<file path="config.mk">
export PLATFORM = sky130hd
export DESIGN_NAME = trng_collector
export DESIGN_NICKNAME = d
export VERILOG_FILES = /design/src/rtl/trng_pkg.sv /design/src/rtl/trng_collector_health.sv /design/src/rtl/trng_collector.sv
export SDC_FILE = /design/constraint.sdc
export NUM_CORES = 1
export LEC_CHECK = 0
export CORE_MARGIN = 2
export CORE_UTILIZATION = 55
export CTS_CLUSTER_DIAMETER = 40
export DETAILED_ROUTE_END_ITERATION = 12
export PLACE_DENSITY = 0.76
export SYNTH_ARGS = -nofsm -noshare
export SYNTH_HDL_FRONTEND = slang
export SYNTH_SLANG_ARGS = --single-unit
</file>
<file path="constraint.sdc">
create_clock -name clk -period 6.3 [get_ports clk]
set_input_delay 1.26 -clock clk [delete_from_list [all_inputs] [get_ports clk]]
set_output_delay 1.26 -clock clk [all_outputs]
set_load 0.1 [all_outputs]
</file>
<file path="src/rtl/trng_pkg.sv">
// trng_pkg: state encoding, default parameters and a state helper
// shared by the TRNG collector and its health-test block.
package trng_pkg;

  typedef enum logic [1:0] {
    IDLE    = 2'd0,
    WARMUP  = 2'd1,
    COLLECT = 2'd2,
    FAIL    = 2'd3
  } trng_state_e;

  localparam int DEF_WORD_W     = 32;
  localparam int DEF_WARM_BITS  = 64;
  localparam int DEF_RCT_CUTOFF = 31;
  localparam int DEF_APT_WIN    = 512;
  localparam int DEF_APT_CUTOFF = 410;

  // Source running and bits being health-tested.
  function automatic logic is_active(trng_state_e s);
    return (s == WARMUP) || (s == COLLECT);
  endfunction

endpackage

</file>
<file path="src/rtl/trng_collector_health.sv">
// trng_health: repetition-count and adaptive-proportion tests on raw bits.
// Ports: clk, rst (async high), clear, bit_vld, bit_in -> rct_fail, apt_fail.
module trng_health
  import trng_pkg::*;
#(
  parameter int RCT_CUTOFF = DEF_RCT_CUTOFF,
  parameter int APT_WIN    = DEF_APT_WIN,
  parameter int APT_CUTOFF = DEF_APT_CUTOFF
)(
  input  logic clk,
  input  logic rst,
  input  logic clear,
  input  logic bit_vld,
  input  logic bit_in,
  output logic rct_fail,
  output logic apt_fail
);

  localparam int AW = $clog2(APT_WIN);
  localparam int AC = AW + 1;

  logic [7:0]    rct_cnt_q, rct_cnt_d;
  logic          rct_last_q, rct_last_d;
  logic          rct_fail_q, rct_fail_d;
  logic [AW-1:0] apt_pos_q, apt_pos_d;
  logic [AC-1:0] apt_cnt_q, apt_cnt_d;
  logic          apt_ref_q, apt_ref_d;
  logic          apt_fail_q, apt_fail_d;

  always_comb begin
    rct_cnt_d  = rct_cnt_q;
    rct_last_d = rct_last_q;
    rct_fail_d = rct_fail_q;
    apt_pos_d  = apt_pos_q;
    apt_cnt_d  = apt_cnt_q;
    apt_ref_d  = apt_ref_q;
    apt_fail_d = apt_fail_q;
    if (clear) begin
      rct_cnt_d  = '0;
      rct_last_d = 1'b0;
      rct_fail_d = 1'b0;
      apt_pos_d  = '0;
      apt_cnt_d  = '0;
      apt_ref_d  = 1'b0;
      apt_fail_d = 1'b0;
    end else if (bit_vld) begin
      // Run length; a zero count means no bit seen since clear.
      rct_last_d = bit_in;
      if (rct_cnt_q != 8'd0 && bit_in == rct_last_q) begin
        if (rct_cnt_q != 8'hFF)
          rct_cnt_d = rct_cnt_q + 8'd1;
      end else begin
        rct_cnt_d = 8'd1;
      end
      if (rct_cnt_d == 8'(RCT_CUTOFF))
        rct_fail_d = 1'b1;
      // Window position wraps at APT_WIN; position 0 latches the reference.
      apt_pos_d = apt_pos_q + AW'(1);
      if (apt_pos_q == '0) begin
        apt_ref_d = bit_in;
        apt_cnt_d = AC'(1);
      end else if (bit_in == apt_ref_q) begin
        apt_cnt_d = apt_cnt_q + AC'(1);
      end
      if (apt_cnt_d == AC'(APT_CUTOFF))
        apt_fail_d = 1'b1;
    end
  end

  always_ff @(posedge clk or posedge rst) begin
    if (rst) begin
      rct_cnt_q  <= '0;
      rct_last_q <= 1'b0;
      rct_fail_q <= 1'b0;
      apt_pos_q  <= '0;
      apt_cnt_q  <= '0;
      apt_ref_q  <= 1'b0;
      apt_fail_q <= 1'b0;
    end else begin
      rct_cnt_q  <= rct_cnt_d;
      rct_last_q <= rct_last_d;
      rct_fail_q <= rct_fail_d;
      apt_pos_q  <= apt_pos_d;
      apt_cnt_q  <= apt_cnt_d;
      apt_ref_q  <= apt_ref_d;
      apt_fail_q <= apt_fail_d;
    end
  end

  assign rct_fail = rct_fail_q;
  assign apt_fail = apt_fail_q;

endmodule

</file>
<file path="src/rtl/trng_collector.sv">
// trng_collector: enables the TRNG source, synchronises and health-tests
// its bits, and packs them MSB-first into WORD_W-bit words for the crypto
// core. Ports: clk, rst (async high), en, rnd_bit, clr_fail, rready in;
// trng_en, rdata, rvalid, health_fail out.
// Optional macro TRNG_VN_DEBIAS_EN inserts a Von Neumann debiaser
// between the health tests and the packer.
module trng_collector
  import trng_pkg::*;
#(
  parameter int WORD_W     = DEF_WORD_W,
  parameter int WARM_BITS  = DEF_WARM_BITS,
  parameter int RCT_CUTOFF = DEF_RCT_CUTOFF,
  parameter int APT_WIN    = DEF_APT_WIN,
  parameter int APT_CUTOFF = DEF_APT_CUTOFF
)(
  input  logic              clk,
  input  logic              rst,
  input  logic              en,
  input  logic              rnd_bit,
  output logic              trng_en,
  output logic [WORD_W-1:0] rdata,
  output logic              rvalid,
  input  logic              rready,
  output logic              health_fail,
  input  logic              clr_fail
);

  localparam int CW = $clog2(WORD_W + 1);
  localparam int WW = $clog2(WARM_BITS + 1);

  trng_state_e       state_q, state_d;
  logic [1:0]        sync_q, sync_d;
  logic [WW-1:0]     warm_q, warm_d;
  logic              pk_vld_q, pk_vld_d;
  logic              pk_bit_q, pk_bit_d;
  logic [WORD_W-1:0] shift_q, shift_d;
  logic [CW-1:0]     cnt_q, cnt_d;
  logic [WORD_W-1:0] rdata_q, rdata_d;
  logic              rvalid_q, rvalid_d;
  logic              trng_en_q, trng_en_d;
  logic              hfail_q, hfail_d;
  logic              rct_fail, apt_fail;
  logic              fail, full, take;
`ifdef TRNG_VN_DEBIAS_EN
  logic              pair_ph_q, pair_ph_d;
  logic              pair_bit_q, pair_bit_d;
`endif

  assign fail = rct_fail | apt_fail;
  assign sync_d = {sync_q[0], rnd_bit};

  // Counters sit cleared outside WARMUP/COLLECT, so entry starts fresh.
  trng_health #(
    .RCT_CUTOFF (RCT_CUTOFF),
    .APT_WIN    (APT_WIN),
    .APT_CUTOFF (APT_CUTOFF)
  ) u_health (
    .clk      (clk),
    .rst      (rst),
    .clear    (!is_active(state_q)),
    .bit_vld  (is_active(state_q)),
    .bit_in   (sync_q[1]),
    .rct_fail (rct_fail),
    .apt_fail (apt_fail)
  );

  always_comb begin
    state_d = state_q;
    warm_d  = warm_q;
    unique case (state_q)
      IDLE: begin
        if (en)
          state_d = WARMUP;
      end
      WARMUP: begin
        warm_d = warm_q + WW'(1);
        if (fail)
          state_d = FAIL;
        else if (!en)
          state_d = IDLE;
        else if (warm_q == WW'(WARM_BITS - 1))
          state_d = COLLECT;
      end
      COLLECT: begin
        if (fail)
          state_d = FAIL;
        else if (!en)
          state_d = IDLE;
      end
      FAIL: begin
        if (clr_fail)
          state_d = en ? WARMUP : IDLE;
      end
      default: state_d = IDLE;
    endcase
    if (state_d != WARMUP)
      warm_d = '0;
    trng_en_d = is_active(state_d);
    hfail_d   = (state_d == FAIL);
  end

  // Packer input stage: one register between the synchroniser and the
  // shift register, which doubles as the debiaser's output register.
  always_comb begin
    pk_vld_d = 1'b0;
    pk_bit_d = sync_q[1];
`ifdef TRNG_VN_DEBIAS_EN
    pair_ph_d  = 1'b0;
    pair_bit_d = pair_bit_q;
    if (state_q == COLLECT) begin
      pair_ph_d = ~pair_ph_q;
      if (!pair_ph_q) begin
        pair_bit_d = sync_q[1];
      end else begin
        pk_vld_d = (pair_bit_q != sync_q[1]);
        pk_bit_d = pair_bit_q;
      end
    end
`else
    pk_vld_d = (state_q == COLLECT);
`endif
  end

  assign full = (cnt_q == CW'(WORD_W));
  assign take = pk_vld_q && (state_q == COLLECT);

  always_comb begin
    shift_d  = shift_q;
    cnt_d    = cnt_q;
    rdata_d  = rdata_q;
    rvalid_d = rvalid_q;
    if (rvalid_q && rready)
      rvalid_d = 1'b0;
    if (full && (!rvalid_q || rready)) begin
      // Hand over and keep the incoming bit as the new word's first bit.
      rdata_d  = shift_q;
      rvalid_d = 1'b1;
      shift_d  = take ? {{(WORD_W-1){1'b0}}, pk_bit_q} : '0;
      cnt_d    = take ? CW'(1) : '0;
    end else if (!full && take) begin
      shift_d = {shift_q[WORD_W-2:0], pk_bit_q};
      cnt_d   = cnt_q + CW'(1);
    end
    if (state_d != COLLECT) begin
      shift_d = '0;
      cnt_d   = '0;
    end
    // A word collected before a failure is no longer trusted.
    if (state_d == FAIL) begin
      rdata_d  = '0;
      rvalid_d = 1'b0;
    end
  end

  always_ff @(posedge clk or posedge rst) begin
    if (rst) begin
      state_q   <= IDLE;
      sync_q    <= '0;
      warm_q    <= '0;
      pk_vld_q  <= 1'b0;
      pk_bit_q  <= 1'b0;
      shift_q   <= '0;
      cnt_q     <= '0;
      rdata_q   <= '0;
      rvalid_q  <= 1'b0;
      trng_en_q <= 1'b0;
      hfail_q   <= 1'b0;
    end else begin
      state_q   <= state_d;
      sync_q    <= sync_d;
      warm_q    <= warm_d;
      pk_vld_q  <= pk_vld_d;
      pk_bit_q  <= pk_bit_d;
      shift_q   <= shift_d;
      cnt_q     <= cnt_d;
      rdata_q   <= rdata_d;
      rvalid_q  <= rvalid_d;
      trng_en_q <= trng_en_d;
      hfail_q   <= hfail_d;
    end
  end

`ifdef TRNG_VN_DEBIAS_EN
  always_ff @(posedge clk or posedge rst) begin
    if (rst) begin
      pair_ph_q  <= 1'b0;
      pair_bit_q <= 1'b0;
    end else begin
      pair_ph_q  <= pair_ph_d;
      pair_bit_q <= pair_bit_d;
    end
  end
`endif

  assign trng_en     = trng_en_q;
  assign rdata       = rdata_q;
  assign rvalid      = rvalid_q;
  assign health_fail = hfail_q;

endmodule
</file>
# Yosys cells after proc, flatten, opt, wreduce, memory -nomap -nowiden

Index checks and enable logic that the tools add are counted.

Bits in registers: 117
Logic and storage cells: 99

Add/sub/neg operators: 5
Eq/ne operators: 18
Mux-type cells: 40
Reduce and logical (&&, ||, !) cells: 17
Bitwise logic cells: 1

Operators with widths:

| cell                    | count |
|---|---|
| $mux W32                | 5 |
| $mux W10                | 4 |
| $mux W8                 | 4 |
| $mux W6                 | 3 |
| $mux W2                 | 7 |
| $mux W7                 | 2 |
| $mux W1                 | 13 |
| $add A10 B1 Y10 const B | 1 |
| $eq A10 B9 Y1 const B   | 1 |
| $add A9 B1 Y9 const B   | 1 |
| $logic_not A9 Y1        | 1 |
| $mux W9                 | 1 |
| $add A8 B1 Y8 const B   | 1 |
| $eq A2 B2 Y1 const B    | 4 |
| $eq A8 B5 Y1 const B    | 1 |
| $ne A2 B2 Y1 const B    | 4 |
| $ne A8 B8 Y1 const B    | 1 |
| $pmux W2 S4             | 1 |
| $reduce_bool A8 Y1      | 1 |
| $add A7 B1 Y7 const B   | 1 |
| $eq A7 B6 Y1 const B    | 1 |
| $add A6 B1 Y6 const B   | 1 |
| $eq A6 B6 Y1 const B    | 1 |
| $reduce_bool A3 Y1      | 2 |
| other kinds (9)         | 19 |

# Longest topological paths before layout

Gate-level depths: netlist of run 1.

Word-level depth: 7
Gate-level depth with buffers: 11

# Hierarchy

A second synthesis of run 1 with hierarchy kept.

Cell total of the unflattened synthesis: 701
Area total of the unflattened synthesis: 6593.8 sq um

Modules (own cells, without submodules):

| module         | area an instance (sq um) | cells an instance | sequential area each (sq um) | instances |
|---|---|---|---|---|
| trng_collector | 4580.6                   | 482               | 2152.1                       | 1 |
| trng_health    | 2013.2                   | 219               | 775.7                        | 1 |

# Least setup slack after synthesis of run 1

No wires, ideal clock.

Path kind: input to register
Start point: in en
End point: reg rdata_q[0], in the netlist rdata[0]
Required time: 6.164 ns
Arrival time: 2.567 ns
Buffers on the path: 2
Path slack: 3.596 ns
Stages on the path: 7
Library setup time: 0.136 ns
Cells stage by stage: inv_1 o31a_1 o21ai_0 ha_1 clkbuf_1 clkbuf_1 a21oi_1

Longest elaborated chain between the ends: 5

RTL lines:

| what                                                  | line                                       | source |
|---|---|---|
| start: declaration                                    | trng_collector.sv:18                       | `input logic en,` |
| $mux W2, on equally long branches                     | trng_collector.sv:87, trng_collector.sv:79 |  |
| $mux W2, on equally long branches                     | trng_collector.sv:85, trng_collector.sv:77 |  |
| $pmux W2 S4 *                                         | trng_collector.sv:70                       | `unique case (state_q)` |
| net state_d[1]                                        | trng_collector.sv:31                       | `trng_state_e state_q, state_d;` |
| $eq A2 B2 Y1 *                                        | n/a                                        |  |
| net hfail_d                                           | trng_collector.sv:41                       | `logic hfail_q, hfail_d;` |
| $mux W32 / $reduce_bool A2 Y1 (equally long branches) | n/a                                        |  |
| end signal: assignment                                | trng_collector.sv:176                      | `rdata_q <= rdata_d;` |
| end: declaration                                      | trng_collector.sv:38                       | `logic [WORD_W-1:0] rdata_q, rdata_d;` |

Mark *: on every way through the listed nets, which the timed path passes. The rest lies on a longest branch.
A chain may end at the register's enable or synchronous reset.

# Worst setup path in the final report of run 1

Start point: in en
End point: reg shift_q[15]

Longest elaborated chain between the ends: 5

RTL lines:

| what                                                                   | line                                       | source |
|---|---|---|
| $mux W2, on equally long branches                                      | trng_collector.sv:87, trng_collector.sv:79 |  |
| $mux W2, on equally long branches                                      | trng_collector.sv:85, trng_collector.sv:77 |  |
| $pmux W2 S4 *                                                          | trng_collector.sv:70                       |  |
| net state_d[1]                                                         | trng_collector.sv:31                       |  |
| $ne A2 B2 Y1 *                                                         | trng_collector.sv:144                      | `if (state_d != COLLECT) begin` |
| $reduce_bool A3 Y1 (no source line) / $mux W32 (equally long branches) | n/a                                        |  |
| end signal: assignment                                                 | trng_collector.sv:174                      | `shift_q <= shift_d;` |
| end: declaration                                                       | trng_collector.sv:36                       | `logic [WORD_W-1:0] shift_q, shift_d;` |

Marked as above.

==> run_results.csv, run 1 <==
group,metric,value,unit
sta,period_needed,3407,ps
synth,synth_top_family_by_area,"simple AND/OR/NAND/NOR gates",
cells_and_area,final_area,6619,µm²
grt,antenna_found_initial,0,
critical_path,path_max_fanout,36,
pwr,p_leak,2.743,nW
synth,synth-seq-cells,117,
critical_path,r2r_cells,8,
grt,grt_pass1_vias,4250,
route,first_iter_violations,234,
route,wire_per_inst,14.43,µm
route,drcViolationCount,0,
sta,relSlewSlack,20.89,%
sta,hold_violations,0,
floorplan,fp-row-count,36,
floorplan,die-area,10860,µm²
synth,synthTopCellsByArea,"dfrtp_1, nand2_1, a21oi_1",
critical_path,cp.required,6700,ps
sta,hold-worst-slack,349.1,ps
placement,dpl_cell_area,5996,µm²
route,vias,4238,
placement,routabilityCongestion,0.8937,
sta,drv_slew,0,
sta,max_freq,293.5,MHz
route,drt.antenna.violating_nets,0,
synth,synth_top_cell_area_share,52.99,%
cells_and_area,nNetsFinal,642,
critical_path,cp-start-kind,"input port",
critical_path,endpoint,"shift_q[15]",
synth,synth_seq_area_share,52.99,%
grt,grt_pass1_wl,19.15,mm
placement,port_buffers,40,
clock_tree,cts_tree,"yes",
critical_path,end_kind,"flop",
synth,synthArstFlopShare,100.0,%
outcome,status,"finished, final reports clean",
cells_and_area,antenna_cells,0,
floorplan,die_w,104.2,µm
sta,clock-skew-final,7.348,ps
synth,synth_nets,606,
route,first_pass_iters,5,
clock_tree,cts_buffer_depth,2,
clock_tree,holdBufCountCts,0,
min_path,hp-class,"reg -> reg",
synth,postSynthCellCount,585,
synth,synth-compound-area-share,14.56,%
clock_tree,postCtsResizedCells,0,
critical_path,critPathLaunch,"en",
flow_run,maxCapViolations,0,
floorplan,die-height,104.2,µm
critical_path,reg2reg_to,"shift_q[15]",
cells_and_area,layout-drive-gt1-share,8.057,%
synth,synth_top_area_cell,"dfrtp_1",
pwr,vdd_ir_drop_max,0.2149,mV
critical_path,arrival,3810,ps
synth,synth_edf_count,0,
synth,yosysMostFrequentCell,"nand2_1",
route,wl,11.05,mm
clock_tree,clkTransAtPathRegs,50,ps
clock_tree,cts_buffers,17,
floorplan,coreArea,9774,µm²
critical_path,criticalPathCategory,"in -> reg",
floorplan,pin_count,41,
synth,syn-cell-area,5525,µm²
synth,synth-simple-area-share,21.13,%
clock_tree,cts.sinks,117,
critical_path,rrSetupSlack,3270,ps
synth,synth_flop_cell,"dfrtp_1",
clock_tree,cts_setup_buffers,0,
pwr,cellPowerDensity,325.0,nW/µm²
sta,finalSetupTns,0,ps
sta,period_share,54.08,%
sta,finalSetupViolations,0,
synth,synth_xor_area_share,3.940,%
synth,yosysWarnings,0,
clock_tree,cts.htree.levels,4,
clock_tree,cts-root-buf,"clkbuf_8",
floorplan,start_util,56.53,%
cells_and_area,area_delta_synth_final,19.79,%
sta,tightest_slew,1183,ps
clock_tree,worst_skew_pair.late_latency,510,ps
grt,overflow,0,
pwr,finalPower,2.151,mW
route,vias_per_cell,5.533,
synth,synth.mux.area_fraction,0.5661,%
grt,grt_max_degree,65,
synth,synth_cell_type_count,60,
synth,avgSynthCellArea,9.445,µm²
sta,grt_setup_unrepaired,"false",
synth,synth_common_cells,"nand2_1, dfrtp_1, a21oi_1",
placement,hpwl,6.960,mm
synth,synthAdderAreaFrac,3.397,%
grt,grtUsageTotal,21.87,%
critical_path,r2r_start,"state_q[1]",
==> layer usage <==
layer	track usage, %	share of wire [%]
met1	25.80	43
met2	38.06	52
met3	4.699	3.3
met4	10.42	1.7
met5	0	0
==> placed cells by master (no fill, tap or decap), types with 4 or more instances in the layout <==
master / instances
nand2_1: 151
clkdlybuf4s50_1: 40
ha_1: 15
and3_1: 7
nor2b_1: 6
nor2_1: 21
clkbuf_8: 5
and2_1: 12
buf_4: 5
a21boi_0: 8
clkbuf_16: 16
xor2_1: 10
xnor2_1: 13
or3_1: 7
o21ai_0: 12
dfrtp_1: 117
bufinv_16: 4
nand4_1: 6
nand3_1: 19
inv_1: 13
nor3_1: 5
a21oi_1: 80
==> how the worst min path moves through the flow <==
stage / slack (ps) / to / from / depth (start not counted)
floorplan: 330 / sync_q[1] / sync_q[0] / 0
global placement: 330 / sync_q[1] / sync_q[0] / 0
detailed placement: 340 / sync_q[1] / sync_q[0] / 0
CTS: 350 / sync_q[1] / sync_q[0] / 0
global route: 360 / sync_q[1] / sync_q[0] / 0
finish: 350 / sync_q[1] / sync_q[0] / 0
==> state kept, by name, summed over array words and instances (netlist names) <==
signal,flops
u_health.apt_fail,1
u_health.rct_fail,1
u_health.rct_last_q,1
cnt_q,6
rvalid,1
shift_q,32
warm_q,7
health_fail,1
u_health.apt_cnt_q,10
pk_vld_q,1
sync_q,2
state_q,2
u_health.apt_pos_q,9
u_health.rct_cnt_q,8
pk_bit_q,1
rdata,32
u_health.apt_ref_q,1
trng_en,1
==> critical path, cell delays in order <==
cell and delay, ps:
clkdlybuf4s50_1 500, inv_1 100, o31a_1 320, o21ai_0 310, ha_1 250, nand2_1 640, a21oi_1 410
==> area by class of cell <==
class	count	area [µm²]
Inverter	14	55.05
Sequential cell	117	2928
Clock inverter	8	146.4
Fill cell	784	3156
Timing Repair Buffer	45	437.9
Tap cell	133	166.4
Multi-Input combinational cell	426	2409
Clock buffer	23	476.7
==> where the power goes <==
part           leakage, nW  switching, mW  internal, mW
Clock                0.304          0.322         0.681
Combinational        0.824          0.200         0.119
Sequential            1.61         0.0398         0.789
Total                 2.74          0.562          1.59
==> cells by family (layout without fill, tap and decap cells) <==
group	after synthesis	count (layout)
AND/OR/NAND/NOR	253	253
AO/OA/AOI/OAI	131	131
flip-flops	117	117
buffers and inverters	42	90
XOR/XNOR	24	24
adder cells (fa/ha/maj)	15	15
multiplexers	3	3
==> through the flow <==
stage          utilization (%)  std cells  setup WS [ps]
2_1_floorplan                -        585           1939
3_3_place_gp             61.34        735           2572
3_5_place_dp             61.34        735           2402
4_1_cts                  67.72        766           2949
5_1_grt                  67.72        766           2666
6_report                 67.72        766           2893
No activity file was read; power rests on OpenSTA's default activity.
==> run 2: changes to the inputs <==
==> constraint.sdc (replaced) <==
create_clock -name clk -period 3.2 [get_ports clk]
set_input_delay 0.64 -clock clk [delete_from_list [all_inputs] [get_ports clk]]
set_output_delay 0.64 -clock clk [all_outputs]
set_load 0.1 [all_outputs]
==> run 2 against run 1 <==
Via count rose by 1.7%. Highest routed layer unchanged. Clock skew rose by 2.9 ps. Worst setup slack got worse by 2100 ps. Cell area fell by 0.40%. Flip-flop and latch count did not move. Count of clock-buffer cells in the layout fell by 3. Cell count rose by 0.91%. Critical endpoint is now cnt_q[5]. Total power rose by 96%. First-iteration DRC count rose by 17%. Critical path depth rose by 2.
==> run_results.csv, run 2 (synthesis gave the netlist of run 1 again) <==
group,metric,value,unit
outcome,status,"finished, final reports clean",
floorplan,pin_count,41,
critical_path,cp-start-kind,"flop",
clock_tree,cts.sinks,117,
min_path,hp-class,"reg -> reg",
grt,grt_max_degree,38,
critical_path,criticalPathCategory,"reg -> reg",
placement,port_buffers,40,
critical_path,path_max_fanout,36,
sta,max_freq,413.3,MHz
cells_and_area,final_cell_mix,"nand2_1, dfrtp_1, a21oi_1",
sta,setup_slack,780.6,ps
sta,clock-skew-final,10.27,ps
cells_and_area,layout-drive-gt1-share,14.53,%
sta,period_share,75.61,%
clock_tree,cts.htree.levels,4,
floorplan,fp-row-count,36,
sta,finalSetupTns,0,ps
flow_run,maxCapViolations,0,
critical_path,end_kind,"flop",
placement,place_ws,511.3,ps
floorplan,die_w,104.2,µm
clock_tree,holdBufCountCts,0,
floorplan,start_util,56.53,%
route,drt.antenna.violating_nets,0,
pwr,vdd_ir_drop_max,0.4229,mV
clock_tree,clkTransAtPathRegs,60,ps
cells_and_area,area_delta_synth_final,19.32,%
sta,finalSetupViolations,0,
cells_and_area,multiInputGateArea,2409,µm²
critical_path,cp_slowest_cell,"dfrtp_1",
route,vias,4308,
clock_tree,cts_setup_buffers,0,
route,drcViolationCount,0,
clock_tree,worst_skew_pair.late_latency,510,ps
grt,antenna_found_initial,0,
clock_tree,postCtsResizedCells,0,
critical_path,arrival,2800,ps
pwr,p_leak,2.830,nW
cells_and_area,layout_commonest_cell,"nand2_1",
placement,routabilityCongestion,0.8635,
route,first_pass_iters,4,
grt,grtUsageTotal,22.84,%
cells_and_area,final_util,67.45,%
route,vias_per_cell,5.573,
pwr,cellPowerDensity,641.1,nW/µm²
sta,relSlewSlack,62.03,%
critical_path,crit_path_cell_trace,"inv_1, ha_1, o22ai_1, o31a_1, o21ai_0, ha_1, nand2_1, buf_4, nor2_1",
cells_and_area,nNetsFinal,648,
sta,drv_slew,0,
floorplan,coreArea,9774,µm²
route,wire_per_inst,14.72,µm
grt,grt_pass1_wl,20.02,mm
route,wl,11.38,mm
clock_tree,cts-root-buf,"clkbuf_8",
cells_and_area,regArea,2928,µm²
placement,hpwl,7.199,mm
critical_path,cp.required,3580,ps
critical_path,cp_common_cell,"ha_1",
sta,tightest_slew,569.0,ps
clock_tree,cts_buffer_depth,2,
grt,grt_pass1_vias,4420,
cells_and_area,fillCellCount,758,
grt,overflow,0,
route,first_iter_violations,273,
sta,period_needed,2419,ps
critical_path,slowest_delay,460,ps
floorplan,die-area,10860,µm²
floorplan,die-height,104.2,µm
clock_tree,cts_buffers,17,
sta,grt_setup_unrepaired,"false",
sta,hold_violations,0,
clock_tree,cts_tree,"yes",
cells_and_area,antenna_cells,0,
## run 2: report_power, final
group	internal, mW	leakage (nW)	switching, mW
logic	0.242	0.928	0.398
clock network	1.28	0.288	0.670
registers	1.55	1.61	0.0792
## run 2: metrics by stage
step           power, mW  hold WS [ps]  instance area [µm²]  cells
6_report           4.226         367.9                 6593    773
5_1_grt            4.420         375.6                 6593    773
4_1_cts            4.267         360.3                 6593    773
3_5_place_dp       2.289         350.2                 5979    741
3_3_place_gp       2.261         333.9                 5979    741
2_1_floorplan      2.145         331.2                 5529    585
## run 2: area by class of cell
type | count | area share (%)
Clock buffer | 20 | 6.605
Tap cell | 133 | 2.524
Clock inverter | 12 | 2.695
Timing Repair Buffer | 51 | 6.377
Sequential cell | 117 | 44.41
Multi-Input combinational cell | 426 | 36.53
Inverter | 14 | 0.8541
## run 2: critical path: cells and delay by family, from the launching register on
kind	cells	cell delay, ps
AO/OA/AOI/OAI	3	640
AND/OR/NAND/NOR	2	170
flip-flops	1	460
adder cells (fa/ha/maj)	2	550
buffers and inverters	2	440
## run 2: final timing paths
| check | slack, ps | end | start | depth (start not counted) |
|---|---|---|---|---|
| worst min-delay path | 370 | sync_q[1] | sync_q[0] | 0 |
| worst min register to register | 370 | sync_q[1] | sync_q[0] | 0 |
| worst max register to register | 780 | cnt_q[5] | state_q[1] | 9 |
| max in group asynchronous | 1990 | sync_q[1] | rst | 3 |
| min in group asynchronous | 530 | rdata[8] | rst | 2 |
| worst max-delay path | 780 | cnt_q[5] | state_q[1] | 9 |
## run 2: routing by layer
metal  GRT usage [%]  wire [µm]  up-vias
li1                -          -     2082
met1           27.43       4818     2117
met2           39.57       6021       90
met3           4.825        327       19
met4           10.33        210        0
met5               0          0        -
==> run 3: changes to the inputs <==
==> constraint.sdc (replaced) <==
create_clock -name clk -period 2.55 [get_ports clk]
set_input_delay 0.51 -clock clk [delete_from_list [all_inputs] [get_ports clk]]
set_output_delay 0.51 -clock clk [all_outputs]
set_load 0.1 [all_outputs]
==> run 3 against run 2 <==
Die area unchanged. Total power is 26% higher. Critical path depth stayed put. Critical endpoint is now rdata[27]. Flip-flop and latch count unchanged. Non-clock buffer count increased by 3. Clock skew is 2.1 ps higher. Cell count is 0.39% higher. Fmax increased by 5.6%.
==> run_results.csv, run 3 (synthesis gave the netlist of run 1 again) <==
group,metric,value,unit
outcome,status,"finished, final reports clean",
critical_path,cp_slowest_cell,"dfrtp_1",
placement,routabilityCongestion,0.8521,
critical_path,crit_buf_inv,2,
pwr,swShare,27.70,%
pwr,p_comb_share,15.3,%
floorplan,pin_count,41,
floorplan,die-height,104.2,µm
floorplan,die_w,104.2,µm
clock_tree,cts_buffers,17,
critical_path,end_kind,"flop",
sta,tightest_slew,419.5,ps
critical_path,rrSetupSlack,260,ps
route,wl,11.33,mm
critical_path,arrival,2730,ps
sta,finalSetupViolations,0,
floorplan,fp-row-count,36,
route,drt.antenna.violating_nets,0,
sta,setup_slack,258.8,ps
pwr,vdd_ir_drop_max,0.4950,mV
grt,overflow,0,
min_path,hp-class,"in -> async",
sta,grt_setup_unrepaired,"false",
cells_and_area,final_cell_mix,"nand2_1, dfrtp_1, a21oi_1",
route,vias,4313,
sta,max_freq,436.5,MHz
placement,hpwl,7.266,mm
critical_path,reg2reg_to,"rdata[27]",
sta,period_share,89.85,%
pwr,pwr-share-clk,46.4,%
grt,grt_pass1_wl,19.54,mm
placement,port_buffers,40,
pwr,p_switching,1.478,mW
cells_and_area,fin_cells,776,
critical_path,crit_family,"compound AO/OA/AOI/OAI gates",
grt,grt_max_degree,60,
pwr,cellPowerDensity,806.2,nW/µm²
clock_tree,cts.htree.levels,4,
grt,grtUsageTotal,22.26,%
sta,relSlewSlack,71.77,%
route,drcViolationCount,0,
critical_path,cp.required,2990,ps
cells_and_area,nNetsFinal,651,
critical_path,criticalPathCategory,"reg -> reg",
cells_and_area,area_delta_synth_final,19.84,%
clock_tree,cts.sinks,117,
clock_tree,cts_tree,"yes",
critical_path,r2r_start,"state_q[1]",
clock_tree,clkTransAtPathRegs,60,ps
clock_tree,cts_setup_buffers,0,
sta,hold-worst-slack,306.6,ps
critical_path,r2r_cells,9,
grt,antenna_found_initial,0,
route,first_pass_iters,4,
floorplan,start_util,56.53,%
pwr,p_seq_share,38.3,%
sta,drv_slew,0,
critical_path,slowest_delay,450,ps
route,vias_per_cell,5.558,
cells_and_area,layout_commonest_cell,"nand2_1",
placement,place_ws,63.41,ps
floorplan,die-area,10860,µm²
critical_path,cp-start-kind,"flop",
grt,grt_pass1_vias,4174,
sta,finalSetupTns,0,ps
clock_tree,cts-root-buf,"clkbuf_8",
pwr,p_leak,2.855,nW
floorplan,coreArea,9774,µm²
sta,hold_violations,0,
cells_and_area,layout-drive-gt1-share,15.09,%
critical_path,crit_path_cell_trace,"inv_1, ha_1, o31ai_1, a21oi_1, o21ai_0, o221ai_1, ha_1, buf_4, a21oi_1",
sta,period_needed,2291,ps
clock_tree,cts_buffer_depth,2,
route,first_iter_violations,247,
sta,clock-skew-final,12.34,ps
clock_tree,worst_skew_pair.late_latency,520,ps
placement,dp_cells,744,
cells_and_area,antenna_cells,0,
pwr,intPower,3.860,mW
cells_and_area,final_area,6621,µm²
route,wire_per_inst,14.60,µm
placement,dpl_cell_area,6002,µm²
flow_run,maxCapViolations,0,
critical_path,path_max_fanout,20,
## run 3: how the worst max path moves through the flow
stage	startpoint	to	slack, ps	cells after the start
after floorplan	state_q[1]	rdata[0]	270	10
after global placement	en	shift_q[23]	190	8
after detailed placement	en	shift_q[27]	60	8
after CTS	warm_q[0]	shift_q[22]	220	10
after global routing	warm_q[0]	shift_q[14]	90	10
final	state_q[1]	rdata[27]	260	9
## run 3: cell type report
type,count,area [µm²]
inverters,14,56.30
well taps,133,166.4
clock inverters,14,201.4
repair buffers,54,442.9
fillers,736,3153
flip-flops and latches,117,2928
clock buffers,18,417.9
multi-input cells,426,2409
## run 3: power groups by stage
stage | combinational (mW) | clock [mW] | sequential (mW)
finish | 0.814 | 2.48 | 2.05
global route | 0.911 | 2.61 | 2.06
CTS | 0.822 | 2.51 | 2.04
detailed placement | 0.811 | 0 | 2.07
global placement | 0.780 | 0 | 2.07
floorplan | 0.578 | 0 | 2.11
## run 3: what timing repair did
action	in CTS	in global routing
endpoints found under the setup margin	0	3
gates resized for setup	0	1
hold buffers	0	0
## run 3: per-layer routing
| metal | GRT usage, % | part of all wire (%) |
|---|---|---|
| met4 | 9.363 | 2.1 |
| met2 | 36.75 | 51 |
| met5 | 0 | 0 |
| met3 | 5.201 | 3.3 |
| met1 | 28.30 | 43 |
## run 3: metrics by stage
stage	utilization [%]	power (mW)
2_1_floorplan	-	2.692
3_3_place_gp	61.41	2.852
3_5_place_dp	61.41	2.886
4_1_cts	67.74	5.376
5_1_grt	67.74	5.574
6_report	67.74	5.338
